[config.mk]
export PLATFORM = sky130hd
export DESIGN_NAME = booth_mult_seq
export DESIGN_NICKNAME = d
export VERILOG_FILES = /design/src/rtl/booth_mult_seq_pkg.sv /design/src/rtl/booth_mult_seq_step.sv /design/src/rtl/booth_mult_seq.sv
export SDC_FILE = /design/constraint.sdc
export NUM_CORES = 1
export LEC_CHECK = 0
export ABC_AREA = 0
export CORE_MARGIN = 2
export CORE_UTILIZATION = 44
export CTS_CLUSTER_DIAMETER = 30
export DETAILED_ROUTE_END_ITERATION = 10
export PLACE_DENSITY = 0.75
export SLEW_MARGIN = 10
export SYNTH_ARGS = -nofsm -noshare
export SYNTH_HDL_FRONTEND = slang
export SYNTH_SLANG_ARGS = --single-unit
[constraint.sdc]
create_clock -name clk -period 5.2 [get_ports clk]
set_clock_uncertainty 0.05 [all_clocks]
set_input_delay 1.04 -clock clk [delete_from_list [all_inputs] [get_ports clk]]
set_output_delay 1.04 -clock clk [all_outputs]
set_load 0.05 [all_outputs]
[src/rtl/booth_mult_seq_pkg.sv]
// ---------------------------------------------------------------------------
// alu_pkg
// Shared definitions for the KGP-RISC ALU Booth multiplier slice.
//   DEF_WIDTH  : default operand width (product is twice this)
//   DEF_CNT_W  : default iteration-counter width (2**DEF_CNT_W > DEF_WIDTH)
//   state_t    : multiplier FSM states IDLE / RUN / DONE
//   BOOTH_ADD  : {Q[0],Q_1} pattern that adds the multiplicand
//   BOOTH_SUB  : {Q[0],Q_1} pattern that adds the negated multiplicand
// ---------------------------------------------------------------------------
package alu_pkg;

   localparam int DEF_WIDTH = 32;
   localparam int DEF_CNT_W = 6;

   typedef enum logic [1:0] {
      IDLE = 2'b00,
      RUN  = 2'b01,
      DONE = 2'b10
   } state_t;

   localparam logic [1:0] BOOTH_ADD = 2'b01;
   localparam logic [1:0] BOOTH_SUB = 2'b10;

endpackage

[src/rtl/booth_mult_seq_step.sv]
// ---------------------------------------------------------------------------
// booth_step
// One combinational radix-2 Booth iteration: conditional add/subtract of the
// multiplicand into the accumulator, then a one-bit arithmetic shift right of
// the combined {A,Q,Q_1} register.
//   i_a    [WIDTH:0]   accumulator A (one guard bit wide)
//   i_q    [WIDTH-1:0] multiplier register Q
//   i_q1               previous Q[0] (Q_1)
//   i_m    [WIDTH:0]   sign-extended multiplicand M
//   i_negM [WIDTH:0]   two's complement of M
//   o_a, o_q, o_q1     register values after this step
// ---------------------------------------------------------------------------
module booth_step
   import alu_pkg::*;
#(
   parameter int WIDTH = DEF_WIDTH
) (
   input  logic [WIDTH:0]   i_a,
   input  logic [WIDTH-1:0] i_q,
   input  logic             i_q1,
   input  logic [WIDTH:0]   i_m,
   input  logic [WIDTH:0]   i_negM,
   output logic [WIDTH:0]   o_a,
   output logic [WIDTH-1:0] o_q,
   output logic             o_q1
);

   logic [WIDTH:0] w_sum;

   // Booth recoding of the pair {Q[0],Q_1}: 01 adds M, 10 subtracts M by
   // adding the pre-negated copy, 00 and 11 leave the accumulator alone.
   always_comb begin
      w_sum = i_a;
      case ({i_q[0], i_q1})
         BOOTH_ADD: w_sum = i_a + i_m;
         BOOTH_SUB: w_sum = i_a + i_negM;
         default:   w_sum = i_a;
      endcase
   end

   // Arithmetic shift right of {A,Q,Q_1}: A's sign bit is replicated, the bit
   // falling out of A enters the top of Q, and Q[0] becomes the new Q_1.
   assign o_a  = {w_sum[WIDTH], w_sum[WIDTH:1]};
   assign o_q  = {w_sum[0], i_q[WIDTH-1:1]};
   assign o_q1 = i_q[0];

endmodule

[src/rtl/booth_mult_seq.sv]
// ---------------------------------------------------------------------------
// booth_mult_seq
// Sequential radix-2 Booth multiplier: signed WIDTH x WIDTH -> 2*WIDTH product
// in WIDTH iterations, with a start/busy/done handshake.
//   clk          : rising-edge clock
//   rst          : asynchronous, active-low reset
//   start        : request; operands are captured when accepted (IDLE/DONE)
//   multiplicand : signed operand M
//   multiplier   : signed operand Q
//   busy         : high while iterations run
//   done         : one-cycle pulse when product is valid
//   product      : registered signed result, held until the next completion
// ---------------------------------------------------------------------------
module booth_mult_seq
   import alu_pkg::*;
#(
   parameter int WIDTH = DEF_WIDTH,
   parameter int CNT_W = DEF_CNT_W
) (
   input  logic               clk,
   input  logic               rst,
   input  logic               start,
   input  logic [WIDTH-1:0]   multiplicand,
   input  logic [WIDTH-1:0]   multiplier,
   output logic               busy,
   output logic               done,
   output logic [2*WIDTH-1:0] product
);

   state_t             r_state;
   state_t             w_nextState;
   logic               r_busy;
   logic               r_done;
   logic               w_nextBusy;
   logic               w_nextDone;
   logic [WIDTH:0]     r_a;
   logic [WIDTH-1:0]   r_q;
   logic               r_q1;
   logic [WIDTH:0]     r_m;
   logic [WIDTH:0]     r_negM;
   logic [CNT_W-1:0]   r_count;
   logic [2*WIDTH-1:0] r_product;

   logic [WIDTH:0]     w_mExt;
   logic [WIDTH:0]     w_negM;
   logic               w_accept;
   logic               w_lastStep;
   logic [WIDTH:0]     w_stepA;
   logic [WIDTH-1:0]   w_stepQ;
   logic               w_stepQ1;

   // The accumulator carries one guard bit so that negating the most
   // negative multiplicand cannot overflow; negM is formed once at load with
   // the usual invert-and-increment path and reused on every subtract step.
   assign w_mExt     = {multiplicand[WIDTH-1], multiplicand};
   assign w_negM     = ~w_mExt + {{WIDTH{1'b0}}, 1'b1};
   assign w_accept   = start && ((r_state == IDLE) || (r_state == DONE));
   assign w_lastStep = (r_state == RUN) && (r_count == CNT_W'(WIDTH - 1));

   booth_step #(
      .WIDTH (WIDTH)
   ) u_step (
      .i_a    (r_a),
      .i_q    (r_q),
      .i_q1   (r_q1),
      .i_m    (r_m),
      .i_negM (r_negM),
      .o_a    (w_stepA),
      .o_q    (w_stepQ),
      .o_q1   (w_stepQ1)
   );

   // State register together with the registered busy/done flags, so the
   // handshake outputs never see a combinational path from the inputs.
   always_ff @(posedge clk or negedge rst) begin
      if (!rst) begin
         r_state <= IDLE;
         r_busy  <= 1'b0;
         r_done  <= 1'b0;
      end else begin
         r_state <= w_nextState;
         r_busy  <= w_nextBusy;
         r_done  <= w_nextDone;
      end
   end

   // Next-state logic: a start in DONE is accepted straight back into RUN,
   // while a start seen during RUN is ignored. busy/done are decoded from the
   // state being entered so they line up with it after the edge.
   always_comb begin
      w_nextState = r_state;
      w_nextBusy  = 1'b0;
      w_nextDone  = 1'b0;
      case (r_state)
         IDLE: if (start) w_nextState = RUN;
         RUN:  if (w_lastStep) w_nextState = DONE;
         DONE: w_nextState = start ? RUN : IDLE;
         default: w_nextState = IDLE;
      endcase
      w_nextBusy = (w_nextState == RUN);
      w_nextDone = (w_nextState == DONE);
   end

   // Datapath: load operands on acceptance, otherwise run one Booth step per
   // cycle while in RUN. The product register is written only on the final
   // step, from the post-shift values, and otherwise holds its last result.
   always_ff @(posedge clk or negedge rst) begin
      if (!rst) begin
         r_a       <= '0;
         r_q       <= '0;
         r_q1      <= 1'b0;
         r_m       <= '0;
         r_negM    <= '0;
         r_count   <= '0;
         r_product <= '0;
      end else if (w_accept) begin
         r_a     <= '0;
         r_q     <= multiplier;
         r_q1    <= 1'b0;
         r_m     <= w_mExt;
         r_negM  <= w_negM;
         r_count <= '0;
      end else if (r_state == RUN) begin
         r_a     <= w_stepA;
         r_q     <= w_stepQ;
         r_q1    <= w_stepQ1;
         r_count <= r_count + CNT_W'(1);
         if (w_lastStep) begin
            r_product <= {w_stepA[WIDTH-1:0], w_stepQ};
         end
      end
   end

   assign busy    = r_busy;
   assign done    = r_done;
   assign product = r_product;

endmodule

* Yosys cells after proc, flatten, opt, wreduce, memory -nomap -nowiden *
Index checks and enable logic that the tools add are counted.

storage, ports and cells
  flip-flop bits (word level) = 205
  bits of input ports = 67
  output and inout port bits = 66
  word-level logic and storage cells = 42

operators by class
  equal/unequal tests = 7
  bitwise logic cells = 2
  mux-type cells = 13
  add/subtract/negate cells = 4
  reduce and logical (&&, ||, !) cells = 6

operators by type and width
  cell                   number
  $add 33x33->33         2
  $mux 33                2
  $pmux 33 s2            1
  $mux 32                2
  $add 33x1->33 const B  1
  $not 33->33            1
  $mux 6                 2
  $add 6x1->6 const B    1
  $eq 2x1->1 const B     3
  $eq 2x2->1 const B     3
  $eq 6x5->1 const B     1
  $pmux 2 s3             1
  $mux 2                 2
  $mux 1                 3
  $reduce_and 3->1       1
  $logic_and 1x1->1      2
  $logic_not 2->1        1
  $reduce_bool 2->1      1
  $logic_or 1x1->1       1
  $not 1->1              1

* Logic depth before layout (Yosys ltp) *
  word-level depth = 5
  gate-level depth with buffers = 16
  depth with buffers taken out = 14

* By module *
From an unflattened synthesis, not the netlist that was laid out.

unflattened totals
  cell total of the unflattened synthesis = 1,136
  area total of the unflattened synthesis = 11,297.1 µm²

by module, submodules not included
  module          seq. area each (µm²)  times used  cells each  area each (µm²)
  booth_mult_seq  5,104.9               1           731         8,389.3
  booth_step      0.0                   1           405         2,907.8

* Least setup slack after synthesis *
Ideal clock, no wire load.

  kind = input port to flip-flop
  start point = input port multiplicand[0]
  end point = register r_negM[30]
  required time = 5,020 ps
  setup time = 130 ps
  arrival = 3,847 ps
  path slack = 1,173 ps
  path buffers = 1
  cell stages on the path = 12
  cells stage by stage = inv_1 ha_1 nor3b_2 nand2_1 or2_4 or4_4 or4_4 buf_6 or4_4 nor4b_2 xor2_1 o21ai_1

on the way
  cells in the longest elaborated chain, start to end = 2

RTL lines
  element               line                   text
  start, declared       booth_mult_seq.sv:23   input logic [WIDTH-1:0] multiplicand,
  $not 33->33           booth_mult_seq.sv:56   assign w_negM = ~w_mExt + {{WIDTH{1'b0}}, 1'b1};
  $add 33x1->33         booth_mult_seq.sv:56
  end signal, assigned  booth_mult_seq.sv:121  r_negM <= w_negM;
  end, declared         booth_mult_seq.sv:40   logic [WIDTH:0] r_negM;

Every way passes these cells.
A chain may end at the register's enable or synchronous reset.

* Final worst setup path *
  start point = register r_q1
  end point = register r_product[60], in the netlist product[60]

on the way
  cells in the longest elaborated chain, start to end = 2
  elaborated cells on any way between the ends = 3
  classes of those cells = eq/ne (2); mux (1)

RTL lines
  element                                   line                       text
  start, declared                           booth_mult_seq.sv:38       logic r_q1;
  start signal, assigned                    booth_mult_seq.sv:126      r_q1 <= w_stepQ1;
  $eq 2x2->1 or $eq 2x1->1 (tied branches)  booth_mult_seq_step.sv:34  case ({i_q[0], i_q1})
  $pmux 33 s2 (*)                           booth_mult_seq_step.sv:34
  end signal, assigned                      booth_mult_seq.sv:129      r_product <= {w_stepA[WIDTH-1:0], w_stepQ};
  end, declared                             booth_mult_seq.sv:42       logic [2*WIDTH-1:0] r_product;

Mark *: on every way between the ends. The rest lies on a longest branch, timed or not.

==> impl_metrics.py <==
metrics = {
    "sta": {
        "max_freq_mhz": 238,
        "period_needed_ns": 4.21,
        "setup_viol": 0,
        "worst_slack_ns": 0.990,
        "rsz0062_at_grt": "false",
        "maxSlewHeadroom": 0.294,
        "hold_slack_ns": 0.407,
        "drv_slew": 0,
        "timing.final.crit_share": 0.810,
        "setup_tns_ns": 0,
        "finalHoldViolations": 0,
        "worst_pin_slew_ns": 1.06,
    },
    "power": {
        "cellPowerDensity_mw_per_mm2": 818,
        "irDropWorstVdd_uv": 320,
        "fin_total_pwr_mw": 11.3,
        "p_leak_nw": 6.48,
    },
    "clock_tree": {
        "clock_path_buffers": 3,
        "cts_resized": 0,
        "clk_pin_slew_ns": 0.05,
        "cts.sinks": 203,
        "cts_buffers": 44,
        "cts_tree": "built",
        "insertion_delay_ns": 0.53,
        "htree_levels": 2,
        "clockRootBuffer": "clkbuf_16",
        "post-cts-setup-buffer-count": 0,
        "ctsHoldBuffers": 0,
    },
    "worst_setup_path": {
        "cp-end-kind": "flop",
        "arrival_ns": 4.53,
        "critPathKind": "flop to flop",
        "crit_path_start_kind": "flop",
        "cp_max_fo": 18,
        "worstPathRequired_ns": 5.52,
    },
    "cells_and_area": {
        "multi_input_area_mm2": 0.00521,
        "antenna_cells": 0,
        "post_layout_nonfiller_instances": 1679,
        "fillers": 2008,
        "nNetsFinal": 1428,
        "design_area_mm2": 0.0139,
        "area_growth_syn_to_layout_pct": 30.8,
        "ff_latch_area_mm2": 0.00508,
        "final_common_cell": "nand2_1",
        "drive_gt1_frac": 0.107,
        "fin_util": 0.589,
        "final_cell_mix": "nand2_1, dfrtp_1, clkdlybuf4s50_1",
    },
    "die": {
        "io_pins": 133,
        "die-area_mm2": 0.0253,
        "die_y_um": 159,
        "start_util": 0.450,
        "coreArea_mm2": 0.0235,
        "rows": 56,
        "die_w_um": 159,
    },
    "detailed_routing": {
        "drt_iter0_markers": 584,
        "drc": 0,
        "wl_per_cell_um": 15.7,
        "wl_mm": 26.3,
        "vias": 8873,
        "ant_nets": 0,
        "firstDrtPassIters": 5,
        "drt-vias-per-instance": 5.28,
    },
    "synthesis": {
        "ys_seq_area_frac": 0.480,
        "yosysTopAreaCell": "dfrtp_1",
        "synth_edf_count": 0,
        "synth_top_area_frac": 0.480,
        "yosys_register_bits": 203,
        "synth_cell_types": 59,
        "ys_async_sr_fraction": 1.00,
        "syn_area_per_cell_um2": 8.80,
        "synthCells": 1204,
        "synth_area_leaders": "dfrtp_1, nand2_1, ha_1",
        "synth_ff_type": "dfrtp_1",
        "syn_area_mm2": 0.0106,
        "yosys_warnings": 0,
        "synth_nets": 1307,
    },
    "grt": {
        "grt_max_degree": 130,
        "grt_pass1_wl_mm": 43.7,
        "grt_remaining_overflow": 0,
        "antenna_found_initial": 0,
        "track_usage": 0.206,
        "grt_pass1_vias": 8699,
    },
    "placed_design": {
        "routabilityCongestion": 0.907,
        "place_area_mm2": 0.0122,
        "placed_cells": 1598,
        "pre_cts_ws_ns": 0.487,
        "dpl.hpwl_mm": 17.3,
        "io_buffers": 132,
    },
    "hold_path": {
        "hp-class": "flop to flop",
    },
    "run_status": {
        "status": "finished clean",
    },
    "flow_run": {
        "max_cap_viol_count": 0,
    },
}
[worst max-delay path: stages (launching register included)]
cell	delay [ns]
dfrtp_1	0.38
inv_1	0.06
ha_2	0.50
buf_4	0.26
mux2_2	0.36
ha_1	0.21
a21oi_1	0.34
nand2_1	0.09
a221oi_1	0.36
nor3b_1	0.38
a21oi_1	0.18
a41oi_1	0.41
o21ai_1	0.13
xnor2_1	0.24
o31ai_1	0.09
[layout make-up]
type	count	share of cell area
Sequential cell	203	0.367
Clock buffer	56	0.0886
Clock inverter	25	0.0324
Inverter	19	0.00515
Multi-Input combinational cell	914	0.376
Tap cell	319	0.0288
Timing Repair Buffer	143	0.102
[sequential cells by signal, summed over array words and instances, names as in the netlist, 2 cells and up]
name / cells
product: 64
r_m: 32
r_a: 32
r_negM: 32
r_q: 32
r_state: 2
r_count: 6
[routing by layer]
layer / wire length (µm) / GRT usage
met5: 0 / 0
met4: 461 / 0.0529
met1: 13200 / 0.306
met3: 1410 / 0.0365
met2: 11200 / 0.312
[where the power goes]
part	leakage (nW)	internal (mW)	switching (mW)	total (mW)
registers	2.58	2.33	0.481	2.81
clock network	0.815	2.22	0.898	3.11
logic	3.08	2.10	3.32	5.42
[Yosys cell counts (2+ instances only)]
library cell    n
nand2b_1        8
o21bai_1        8
or3_1           2
or4_1           4
nand3_1        18
a22o_1         14
nand2_1       399
o211ai_1        6
a221oi_1        2
nor4_1          4
xor2_1         33
buf_1           8
mux2i_1         6
nor3b_1         3
o21ai_1        18
ha_1           35
a22oi_1        18
and3_1          3
mux2_2         35
dfrtp_1       203
nor2_1         52
nor3_1         10
or4_4           6
a211oi_1        2
nor2b_1         5
o21a_1          6
a21o_1          7
a21oi_1        51
xnor2_1        20
a31oi_1        19
o31a_1          3
clkbuf_1       58
o31ai_1        13
inv_1          18
a32oi_1         2
a41oi_1         2
nand4_1         5
o21ai_0        77
[final timing paths]
check	cells past startpoint	slack (ns)	startpoint	endpoint
setup / recovery	14	0.99	r_q1	product[60]
hold / removal	2	0.41	r_negM[17]	r_negM[17]
setup reg to reg	14	0.99	r_q1	product[60]
hold reg to reg	2	0.41	r_negM[17]	r_negM[17]
max in group asynchronous	2	3.54	rst	product[60]
min in group asynchronous	1	0.63	rst	product[29]
[logic make-up after synthesis]
| group | after synthesis | synth area share |
|---|---|---|
| muxes | 41 | 0.0429 |
| buffers and inverters | 87 | 0.0319 |
| DFF | 203 | 0.480 |
| AOI/OAI and AO/OA | 256 | 0.148 |
| xor gates and xnor gates | 53 | 0.0438 |
| and+or+nand+nor | 528 | 0.210 |
| adders and majority gates | 36 | 0.0432 |
No activity file was read; power rests on OpenSTA's default activity.
